--- config.mk ---
export PLATFORM = sky130hd
export DESIGN_NAME = collision_event_arbiter_flat
export DESIGN_NICKNAME = d
export VERILOG_FILES = /design/src/rtl/collision_event_arbiter_if.sv /design/src/rtl/collision_event_arbiter.sv /design/src/flat_wrapper.sv
export SDC_FILE = /design/constraint.sdc
export NUM_CORES = 1
export LEC_CHECK = 0
export CAP_MARGIN = 20
export CORE_AREA = 2 2 81 76
export CTS_CLUSTER_DIAMETER = 60
export DETAILED_ROUTE_END_ITERATION = 8
export DIE_AREA = 0 0 83 78
export PLACE_DENSITY_LB_ADDON = 0.08
export SYNTH_ARGS = -nofsm -noshare
export SYNTH_HDL_FRONTEND = slang
export SYNTH_SLANG_ARGS = --single-unit
export TNS_END_PERCENT = 5
--- constraint.sdc ---
create_clock -name clk -period 6 [get_ports clk]
set_input_delay 1.2 -clock clk [delete_from_list [all_inputs] [get_ports clk]]
set_output_delay 1.2 -clock clk [all_outputs]
set_load 0.02 [all_outputs]
--- src/rtl/collision_event_arbiter_if.sv ---
// collision_event_arbiter_if
// Event handshake between collision_event_arbiter and its consumer
// (the smiley physics).
//
// Handshake rules:
//   - An event transfers on every cycle where event_valid and event_ready
//     are both high.
//   - Once event_valid is raised, it stays high and event_code stays
//     stable until that transfer happens.
//   - The only exception is a hard reset or a level restart.
//   - event_ready may change freely.
//
// Signals:
//   event_valid  master -> slave  an event is offered
//   event_code   master -> slave  source index 0..5, 7 when idle
//   event_ready  slave -> master  consumer takes the offered event
interface collision_event_arbiter_if;
    logic       event_valid;
    logic       event_ready;
    logic [2:0] event_code;

    modport master (output event_valid, output event_code, input event_ready);
    modport slave  (input event_valid, input event_code, output event_ready);
endinterface

--- src/rtl/collision_event_arbiter.sv ---
// collision_event_arbiter
// Per-frame collision scheduler between the collision detector and the
// smiley physics.
//
// Operation:
//   - Collision flags are latched during the frame.
//   - At startOfFrame they are snapshotted and filtered by per-type hold-off.
//   - Each type stays masked for HOLDOFF_FRAMES snapshots after it is accepted.
//   - The surviving flags are offered one by one over eventBus.
//   - Issue order is fixed priority: lowest index first.
//   - Events overwritten by a new snapshot are counted in dropped_count.
//
// Ports:
//   clk, resetN          clock, synchronous active-high reset
//   startOfFrame         one-cycle frame strobe
//   pause                freezes capture, snapshot and hold-off counters
//   reset_level          soft clear of everything except dropped_count
//   collisionSmiley*     six collision sources, BorderBottom = 0 .. BorderRight = 5
//   eventBus             valid/ready/code event handshake (master side)
//   frame_mask           last snapshot after hold-off masking
//   dropped_count        saturating count of discarded events
//   dbgState             issue FSM state (0 = IDLE, 1 = ISSUE)
module collision_event_arbiter #(
    parameter int HOLDOFF_FRAMES = 2,
    parameter int DROP_W         = 8
) (
    input  logic                      clk,
    input  logic                      resetN,
    input  logic                      startOfFrame,
    input  logic                      pause,
    input  logic                      reset_level,
    input  logic                      collisionSmileyBorderBottom,
    input  logic                      collisionSmileyObstacle,
    input  logic                      collisionSmileyFlipper,
    input  logic                      collisionSmileyBorderTop,
    input  logic                      collisionSmileyBorderLeft,
    input  logic                      collisionSmileyBorderRight,
    collision_event_arbiter_if.master eventBus,
    output logic [5:0]                frame_mask,
    output logic [DROP_W-1:0]         dropped_count,
    output logic                      dbgState
);

    typedef enum logic {IDLE = 1'b0, ISSUE = 1'b1} issueState_t;

    localparam logic [3:0] HOLD_LOAD = 4'(HOLDOFF_FRAMES);
    localparam int         SUM_W     = DROP_W + 3;

    issueState_t       state, stateNext;
    logic [5:0]        cap, capNext;
    logic [5:0]        pend, pendNext;
    logic [5:0]        frameMask, frameMaskNext;
    logic [3:0]        hold [6];
    logic [3:0]        holdNext [6];
    logic [2:0]        code, codeNext;
    logic [DROP_W-1:0] dropped, droppedNext;

    logic [5:0]        inVec;
    logic [5:0]        holdActive;
    logic [5:0]        snap;
    logic [5:0]        inflight;
    logic [5:0]        pendAfterAcc;
    logic              snapEn;
    logic              accept;
    logic [2:0]        dropAdd;
    logic [SUM_W-1:0]  dropSum;

    function automatic logic [2:0] lowestSet(input logic [5:0] v);
        logic [2:0] r;
        r = 3'd7;
        for (int i = 5; i >= 0; i--) begin
            if (v[i]) r = 3'(i);
        end
        return r;
    endfunction

    function automatic logic [2:0] popCount(input logic [5:0] v);
        logic [2:0] c;
        c = 3'd0;
        for (int i = 0; i < 6; i++) begin
            c = c + 3'(v[i]);
        end
        return c;
    endfunction

    assign inVec = {collisionSmileyBorderRight, collisionSmileyBorderLeft,
                    collisionSmileyBorderTop,   collisionSmileyFlipper,
                    collisionSmileyObstacle,    collisionSmileyBorderBottom};

    assign eventBus.event_valid = (state == ISSUE);
    assign eventBus.event_code  = code;
    assign frame_mask           = frameMask;
    assign dropped_count        = dropped;
    assign dbgState             = state;

    always_comb begin
        capNext       = cap;
        pendNext      = pend;
        frameMaskNext = frameMask;
        droppedNext   = dropped;
        stateNext     = state;
        codeNext      = code;
        dropAdd       = 3'd0;
        dropSum       = '0;
        for (int i = 0; i < 6; i++) begin
            holdNext[i]   = hold[i];
            holdActive[i] = (hold[i] != 4'd0);
        end

        snapEn   = startOfFrame & ~pause;
        accept   = (state == ISSUE) & eventBus.event_ready;
        inflight = (state == ISSUE) ? (6'b000001 << code) : 6'b000000;
        // A flag present on the strobe cycle goes straight into the snapshot;
        // the latch is cleared, so the same pulse cannot be counted again.
        snap         = (cap | inVec) & ~holdActive;
        pendAfterAcc = accept ? (pend & ~inflight) : pend;

        if (!pause) capNext = cap | inVec;

        for (int i = 0; i < 6; i++) begin
            // The snapshot above already used the old count.
            // The decrement and the accept reload only affect later frames.
            if (snapEn && holdActive[i]) holdNext[i] = hold[i] - 4'd1;
            if (accept && code == 3'(i)) holdNext[i] = HOLD_LOAD;
        end

        if (snapEn) begin
            capNext       = 6'b000000;
            frameMaskNext = snap;
            if (state == ISSUE && !accept) begin
                // Overrun case: the in-flight event survives.
                // Every other pending bit is replaced by the new snapshot.
                dropAdd  = popCount(pend & ~inflight);
                pendNext = snap | inflight;
            end else begin
                dropAdd  = popCount(pendAfterAcc);
                pendNext = snap;
            end
        end else begin
            pendNext = pendAfterAcc;
        end

        dropSum = SUM_W'(dropped) + SUM_W'(dropAdd);
        if (dropSum > SUM_W'({DROP_W{1'b1}})) droppedNext = '1;
        else                                   droppedNext = dropSum[DROP_W-1:0];

        if (state == ISSUE && !accept) begin
            stateNext = ISSUE;
            codeNext  = code;
        end else if (!pause && pendNext != 6'b000000) begin
            stateNext = ISSUE;
            codeNext  = lowestSet(pendNext);
        end else begin
            stateNext = IDLE;
            codeNext  = 3'd7;
        end

        if (reset_level) begin
            capNext       = 6'b000000;
            pendNext      = 6'b000000;
            frameMaskNext = 6'b000000;
            droppedNext   = dropped;
            stateNext     = IDLE;
            codeNext      = 3'd7;
            for (int i = 0; i < 6; i++) holdNext[i] = 4'd0;
        end
    end

    always_ff @(posedge clk) begin
        if (resetN) begin
            state     <= IDLE;
            cap       <= 6'b000000;
            pend      <= 6'b000000;
            frameMask <= 6'b000000;
            dropped   <= '0;
            code      <= 3'd7;
            for (int i = 0; i < 6; i++) hold[i] <= 4'd0;
        end else begin
            state     <= stateNext;
            cap       <= capNext;
            pend      <= pendNext;
            frameMask <= frameMaskNext;
            dropped   <= droppedNext;
            code      <= codeNext;
            for (int i = 0; i < 6; i++) hold[i] <= holdNext[i];
        end
    end

endmodule

--- src/flat_wrapper.sv ---
// flat-port wrapper written by rule: the top's interface ports become plain ports
module collision_event_arbiter_flat 
#(
    parameter int HOLDOFF_FRAMES = 2,
    parameter int DROP_W         = 8
)
  (clk, resetN, startOfFrame, pause, reset_level, collisionSmileyBorderBottom, collisionSmileyObstacle, collisionSmileyFlipper, collisionSmileyBorderTop, collisionSmileyBorderLeft, collisionSmileyBorderRight, frame_mask, dropped_count, dbgState, eventBus_event_valid, eventBus_event_code, eventBus_event_ready);
  collision_event_arbiter_if eventBus_i ();
  input  logic clk;
  input  logic resetN;
  input  logic startOfFrame;
  input  logic pause;
  input  logic reset_level;
  input  logic collisionSmileyBorderBottom;
  input  logic collisionSmileyObstacle;
  input  logic collisionSmileyFlipper;
  input  logic collisionSmileyBorderTop;
  input  logic collisionSmileyBorderLeft;
  input  logic collisionSmileyBorderRight;
  output logic [5:0] frame_mask;
  output logic [DROP_W-1:0] dropped_count;
  output logic dbgState;
  output wire logic [$bits(eventBus_i.event_valid)-1:0] eventBus_event_valid;
  output wire logic [$bits(eventBus_i.event_code)-1:0] eventBus_event_code;
  input wire logic [$bits(eventBus_i.event_ready)-1:0] eventBus_event_ready;
  assign eventBus_event_valid = eventBus_i.event_valid;
  assign eventBus_event_code = eventBus_i.event_code;
  assign eventBus_i.event_ready = eventBus_event_ready;
  collision_event_arbiter #(.HOLDOFF_FRAMES(HOLDOFF_FRAMES), .DROP_W(DROP_W)) u_core (.clk(clk), .resetN(resetN), .startOfFrame(startOfFrame), .pause(pause), .reset_level(reset_level), .collisionSmileyBorderBottom(collisionSmileyBorderBottom), .collisionSmileyObstacle(collisionSmileyObstacle), .collisionSmileyFlipper(collisionSmileyFlipper), .collisionSmileyBorderTop(collisionSmileyBorderTop), .collisionSmileyBorderLeft(collisionSmileyBorderLeft), .collisionSmileyBorderRight(collisionSmileyBorderRight), .eventBus(eventBus_i), .frame_mask(frame_mask), .dropped_count(dropped_count), .dbgState(dbgState));
endmodule
* Yosys cells after proc, flatten, opt, wreduce, memory -nomap -nowiden *
Memories as Yosys holds them, arrays and structs flattened.
Index checks and enable logic that the tools add are counted.

storage, ports and cells
  latch bits = 0
  bits of input ports = 12
  output and inout port bits = 19
  memories = 1
  flip-flop bits (word level) = 30
  logic and storage cells = 110
  bits in read-only memories = 0
  bits in writable memories = 24

cells by class
  $add $sub $neg = 17
  multiply operators = 0
  magnitude comparators = 1
  equal/unequal tests = 5
  shift operators = 1
  bitwise logic cells = 15
  reduce and logical (&&, ||, !) cells = 26
  div/mod/pow operators = 0
  multiplexer cells = 38

memories
  name         words  width  read ports  clocked after Yosys merged registers in  write ports  line                           RTL
  u_core.hold  6      4      6           0                                        6            collision_event_arbiter.sv:53  logic [3:0] hold [6];

operator list
  cell                   count
  $mux W4                18
  $add A3 B1 Y3          8
  $mux W24               1
  $mux W6                4
  $reduce_bool A4 Y1     6
  $sub A4 B1 Y4 const B  6
  $mux W3                7
  $logic_and A1 B1 Y1    14
  $and A6 B6 Y6          2
  $not A6 Y6             2
  $or A6 B6 Y6           2
  $gt A11 B8 Y1 const B  1
  $add A8 B3 Y9          1
  $mux W8                1
  $eq A3 B2 Y1 const B   2
  $eq A3 B3 Y1 const B   2
  $or A1 B1 Y1           6
  $reduce_bool A6 Y1     1
  $shl A1 B3 Y6 const A  1
  $mux W1                5
  $add A1 B1 Y2          2
  $mux W2                2
  $eq A3 B1 Y1 const B   1
  $logic_not A3 Y1       1
  other kinds (5)        7

* Longest topological paths before layout *
Gate-level depths: netlist of the first run.

  word-level depth = 15
  depth in mapped cells = 19
  depth with buffers taken out = 18

* Worst setup path before layout of the first run *
No wires, ideal clock.

  path type = input to register
  from = input eventBus_event_ready
  to = register u_core.dropped[4] (netlist: u_core.dropped_count[4])
  path buffers = 1
  data arrival time = 4.707 ns
  required time = 5.922 ns
  setup slack = 1.215 ns
  setup time = 0.078 ns
  cell stages on the path = 16
  cell sequence = buf_1 > nand3_1 > and2_1 > ha_1 > inv_1 > fa_1 > fa_1 > fa_1 > mux2i_1 > nand2_1 > fa_1 > inv_1 > a21oi_1 > nand3b_1 > and4_1 > nor3_1

between the ends
  word-level cells in the longest chain between the ends = 12
  elaborated cells between the ends (all ways) = 14
  those cells by class = 6 x add/sub; 1 x order compare; 4 x mux; 1 x bitwise; 2 x reduce/logical

RTL lines
  what                        line                            RTL
  start, declared             flat_wrapper.sv:25              input wire logic [$bits(eventBus_i.event_ready)-1:0] eventBus_event_ready;
  $and A1 B1 Y1 *             collision_event_arbiter.sv:111  accept = (state == ISSUE) & eventBus.event_ready;
  $mux W6                     collision_event_arbiter.sv:116  pendAfterAcc = accept ? (pend & ~inflight) : pend;
  $add A1 B1 Y2               collision_event_arbiter.sv:81   c = c + 3'(v[i]);
  $add A3 B1 Y3 (4 in a row)  collision_event_arbiter.sv:81
  $mux W3 *                   collision_event_arbiter.sv:130  if (state == ISSUE && !accept) begin
  $mux W3 *                   collision_event_arbiter.sv:127  if (snapEn) begin
  $add A8 B3 Y9 *             collision_event_arbiter.sv:143  dropSum = SUM_W'(dropped) + SUM_W'(dropAdd);
  $gt A11 B8 Y1               collision_event_arbiter.sv:144  if (dropSum > SUM_W'({DROP_W{1'b1}})) droppedNext = '1;
  $mux W8 *                   collision_event_arbiter.sv:144
  end signal, assigned        collision_event_arbiter.sv:183  dropped <= droppedNext;
  end, declared               collision_event_arbiter.sv:56   logic [DROP_W-1:0] dropped, droppedNext;

Mark *: on every way between the ends. The rest lies on a longest branch, timed or not.
A chain may end at the register's enable or synchronous reset.

* Final worst setup path of the first run *
Ends and elaborated chain as after synthesis.

==> results of run 1 <==
[worst max path at each step]
| stage | endpoint | slack (ns) | cells after the start | start |
|---|---|---|---|---|
| after CTS | u_core.dropped_count[4]$_SDFFE_PP0N_ | 0.78 | 16 | eventBus_event_ready |
| after global placement | u_core.dropped_count[4]$_SDFFE_PP0N_ | 0.54 | 16 | eventBus_event_ready |
| after floorplan | u_core.dropped_count[4]$_SDFFE_PP0N_ | 1.21 | 16 | eventBus_event_ready |
| after detailed placement | u_core.dropped_count[5]$_SDFFE_PP0N_ | 0.45 | 16 | eventBus_event_ready |
| final | u_core.dropped_count[4]$_SDFFE_PP0N_ | 0.74 | 16 | eventBus_event_ready |
| after global routing | u_core.dropped_count[4]$_SDFFE_PP0N_ | 0.53 | 16 | eventBus_event_ready |
[registers in the layout (all words and copies together), names as in the netlist]
name	flops
u_core.hold	24
u_core.dbgState	1
u_core.pend	6
u_core.cap	6
u_core.eventBus.event_code	3
u_core.dropped_count	8
u_core.frame_mask	6
[logic make-up after synthesis]
| logic type | synth area share, % |
|---|---|
| buffers and inverters | 5.827 |
| AO/OA/AOI/OAI | 12.12 |
| adder cells (fa/ha/maj) | 10.72 |
| XOR/XNOR | 4.169 |
| multiplexers | 1.361 |
| AND/OR/NAND/NOR | 29.05 |
| flip-flops | 36.75 |
[cell type report]
cell class                 count  area [µm²]  share of cell area [%]
clock inverter                 2       13.76                  0.4120
sequential                    54        1081                   32.36
tap                           70       87.58                   2.622
inverter                      23       86.33                   2.584
multi-input combinational    261        1692                   50.64
clock buffer                   6       72.57                   2.172
timing repair buffer          31       307.8                   9.213
[cells in the final DEF, fill, tap and decap left out, types with 5 or more instances in the layout]
master	instances
a21oi_1	37
clkbuf_8	5
clkdlybuf4s50_1	30
dfxtp_1	54
fa_1	7
ha_1	14
inv_1	23
nand2_1	45
nand2b_1	5
nand3_1	5
nand4b_1	5
nor2_1	61
nor3_1	6
nor3_2	5
xnor2_1	9
xor2_1	5
[per-layer routing]
layer  GRT usage [%]  share of wire [%]
met4           5.574               0.82
met2           31.53                 44
met3           4.149                4.0
met1           28.68                 51
met5               0                  0
[power groups by stage]
stage	combinational (mW)	clock (mW)	sequential, mW
after floorplan	0.0494	0	0.380
after global placement	0.0742	0	0.380
after detailed placement	0.0751	0	0.380
after CTS	0.0755	0.209	0.372
after global routing	0.0828	0.224	0.374
final	0.0752	0.203	0.372
[worst max-delay path, stage by stage]
cell	delay, ns
clkdlybuf4s50_1	0.73
nand3_1	0.20
and2_1	0.23
ha_1	0.29
inv_1	0.07
fa_1	0.42
fa_1	0.39
fa_1	0.43
mux2i_1	0.13
nand2_1	0.10
fa_1	0.45
inv_1	0.07
a21oi_1	0.08
nand3b_1	0.29
and4_1	0.27
nor3_1	0.14
[through the flow]
stage          worst slack, ns  utilization [%]  instances
2_1_floorplan            1.215                -        354
3_3_place_gp            0.5380            58.50        439
3_5_place_dp            0.4464            58.50        439
4_1_cts                 0.7778            60.05        447
5_1_grt                 0.5330            60.05        447
6_report                0.7428            60.05        447
==> run_results.csv, run 1 <==
group,metric,value,unit
min_path,min-delay-start,"u_core.cap[0]$_SDFFE_PP0N_",
clock_network,cts_tree,"done",
clock_network,post_cts_buffers,0,
yosys,yosysUniqueCellTypes,50,
global_routing,grt_first_pass_wirelength,10670,µm
timing,timing.slew.headroom,41.32,%
place,dpl_cell_area,0.003254,mm²
yosys,yosys_register_bits,54,
route,drt-total-wl,6219,µm
timing,finalHoldViolations,0,
setup_path,path_class,"input pin to flop",
timing,fin_crit,5.257,ns
run_status,status,"finished clean",
setup_path,crit_path_end_kind,"flop",
timing,timing.final.crit_share,87.62,%
power_and_ir_drop,power.leakage,1.242,nW
yosys,syn-num-nets,387,
flow_run,cap_violations,0,
yosys,yosysTopAreaCellShare,36.75,%
clock_network,cts_resized,0,
yosys,yosysTopAreaCell,"dfxtp_1",
yosys,ys_top_cells_by_area,"dfxtp_1 37%, nor2_1 7.8%, a21oi_1 6.3%",
place,hpwl,4502,µm
global_routing,grt_max_degree,31,
min_path,hold_depth,2,
power_and_ir_drop,p_sw_share,26.40,%
clock_network,clkLatencyLatePin,0.30,ns
place,io_buffers,30,
final_layout,drive_gt1_share,6.631,%
power_and_ir_drop,power_frac_clock,31.2,%
global_routing,grt-ovfl-total,0,
route,wl_per_cell,13.91,µm
min_path,hold_end,"u_core.cap[0]$_SDFFE_PP0N_",
die,core,0.005563,mm²
route,ant_nets,0,
yosys,netlist_instances,354,
clock_network,clk_path_buf_depth,2,
timing,slew_viol_final,0,
power_and_ir_drop,p_int,0.4790,mW
global_routing,grt_pass1_vias,2302,
yosys,synth_common_cells,"61 x nor2_1, 54 x dfxtp_1, 45 x nand2_1",
setup_path,worstReg2RegEnd,"u_core.dropped_count[4]$_SDFFE_PP0N_",
setup_path,r2r_start,"u_core.dbgState$_SDFF_PP0_",
final_layout,fill_cells,524,
timing,fmax,190.2,MHz
timing,finalSetupViolCount,0,
clock_network,clock-sinks,54,
clock_network,cts_root_buffer,"clkbuf_8",
route,drc,0,
route,vias,2439,
setup_path,r2r_slack,1.56,ns
route,viasPerCell,5.456,
timing,rsz0062_at_grt,"no",
clock_network,cts_hold_buf,0,
yosys,synth_edf_count,0,
yosys,ys.flop_type,"dfxtp_1",
global_routing,grt_antenna_before_repair,0,
final_layout,num-nets-final,409,
clock_network,clk_pin_slew,0.10,ns
timing,finClkSkew,0.005109,ns
yosys,yosys_warnings,0,
power_and_ir_drop,p_seq_share,57.2,%
setup_path,start_kind,"input pin",
yosys,ys_seq_area_share,36.75,%
power_and_ir_drop,p_sw,0.1718,mW
clock_network,ctsHtreeMaxLevel,2,
setup_path,rr_worst_depth,16,
timing,holdWs,0.4767,ns
route,drt_iter0_drc,74,
die,die_y,78,µm
timing,tightestPinTransition,0.8803,ns
die,num_io_pins,31,
yosys,synth.most_common_cell,"nor2_1",
power_and_ir_drop,power_frac_comb,11.6,%
yosys,netlist_area,0.002942,mm²
yosys,async_reset_ff_share,0,%
power_and_ir_drop,peakVddDrop,119.9,µV
final_layout,design_area,0.003341,mm²
setup_path,critical_path_required,6.24,ns
setup_path,crit_fanout,13,
die,die_w,83,µm
timing,fin_tns_setup,0,ns
die,start_util,52.88,%
die,rows,26,
global_routing,grtUsageTotal,20.28,%
die,dieArea,0.006474,mm²
power_and_ir_drop,totalPowerFinal,0.6508,mW
setup_path,arrival,5.49,ns
yosys,syn_avg_cell_area,8.310,µm²
final_layout,n_antenna_cell,0,
clock_network,cts_made_buffers,5,
place,gp_congestion,0.8130,
power_and_ir_drop,p_per_area,194.8,mW/mm²
final_layout,area_growth,13.57,%
route,drt-pass1-iter-count,4,
min_path,hp-class,"flop to flop",
Note: power is estimated with default switching activity, not from simulation.
==> inputs of run 2 (changes only) <==
--- a/config.mk
+++ b/config.mk
@@ -11,6 +11,7 @@
 export DETAILED_ROUTE_END_ITERATION = 8
 export DIE_AREA = 0 0 83 78
 export PLACE_DENSITY_LB_ADDON = 0.08
+export SETUP_SLACK_MARGIN = 0.2
 export SYNTH_ARGS = -nofsm -noshare
 export SYNTH_HDL_FRONTEND = slang
 export SYNTH_SLANG_ARGS = --single-unit
==> results of run 2 <==
The final DEF is identical to that of run 1; final timing and power are the same.
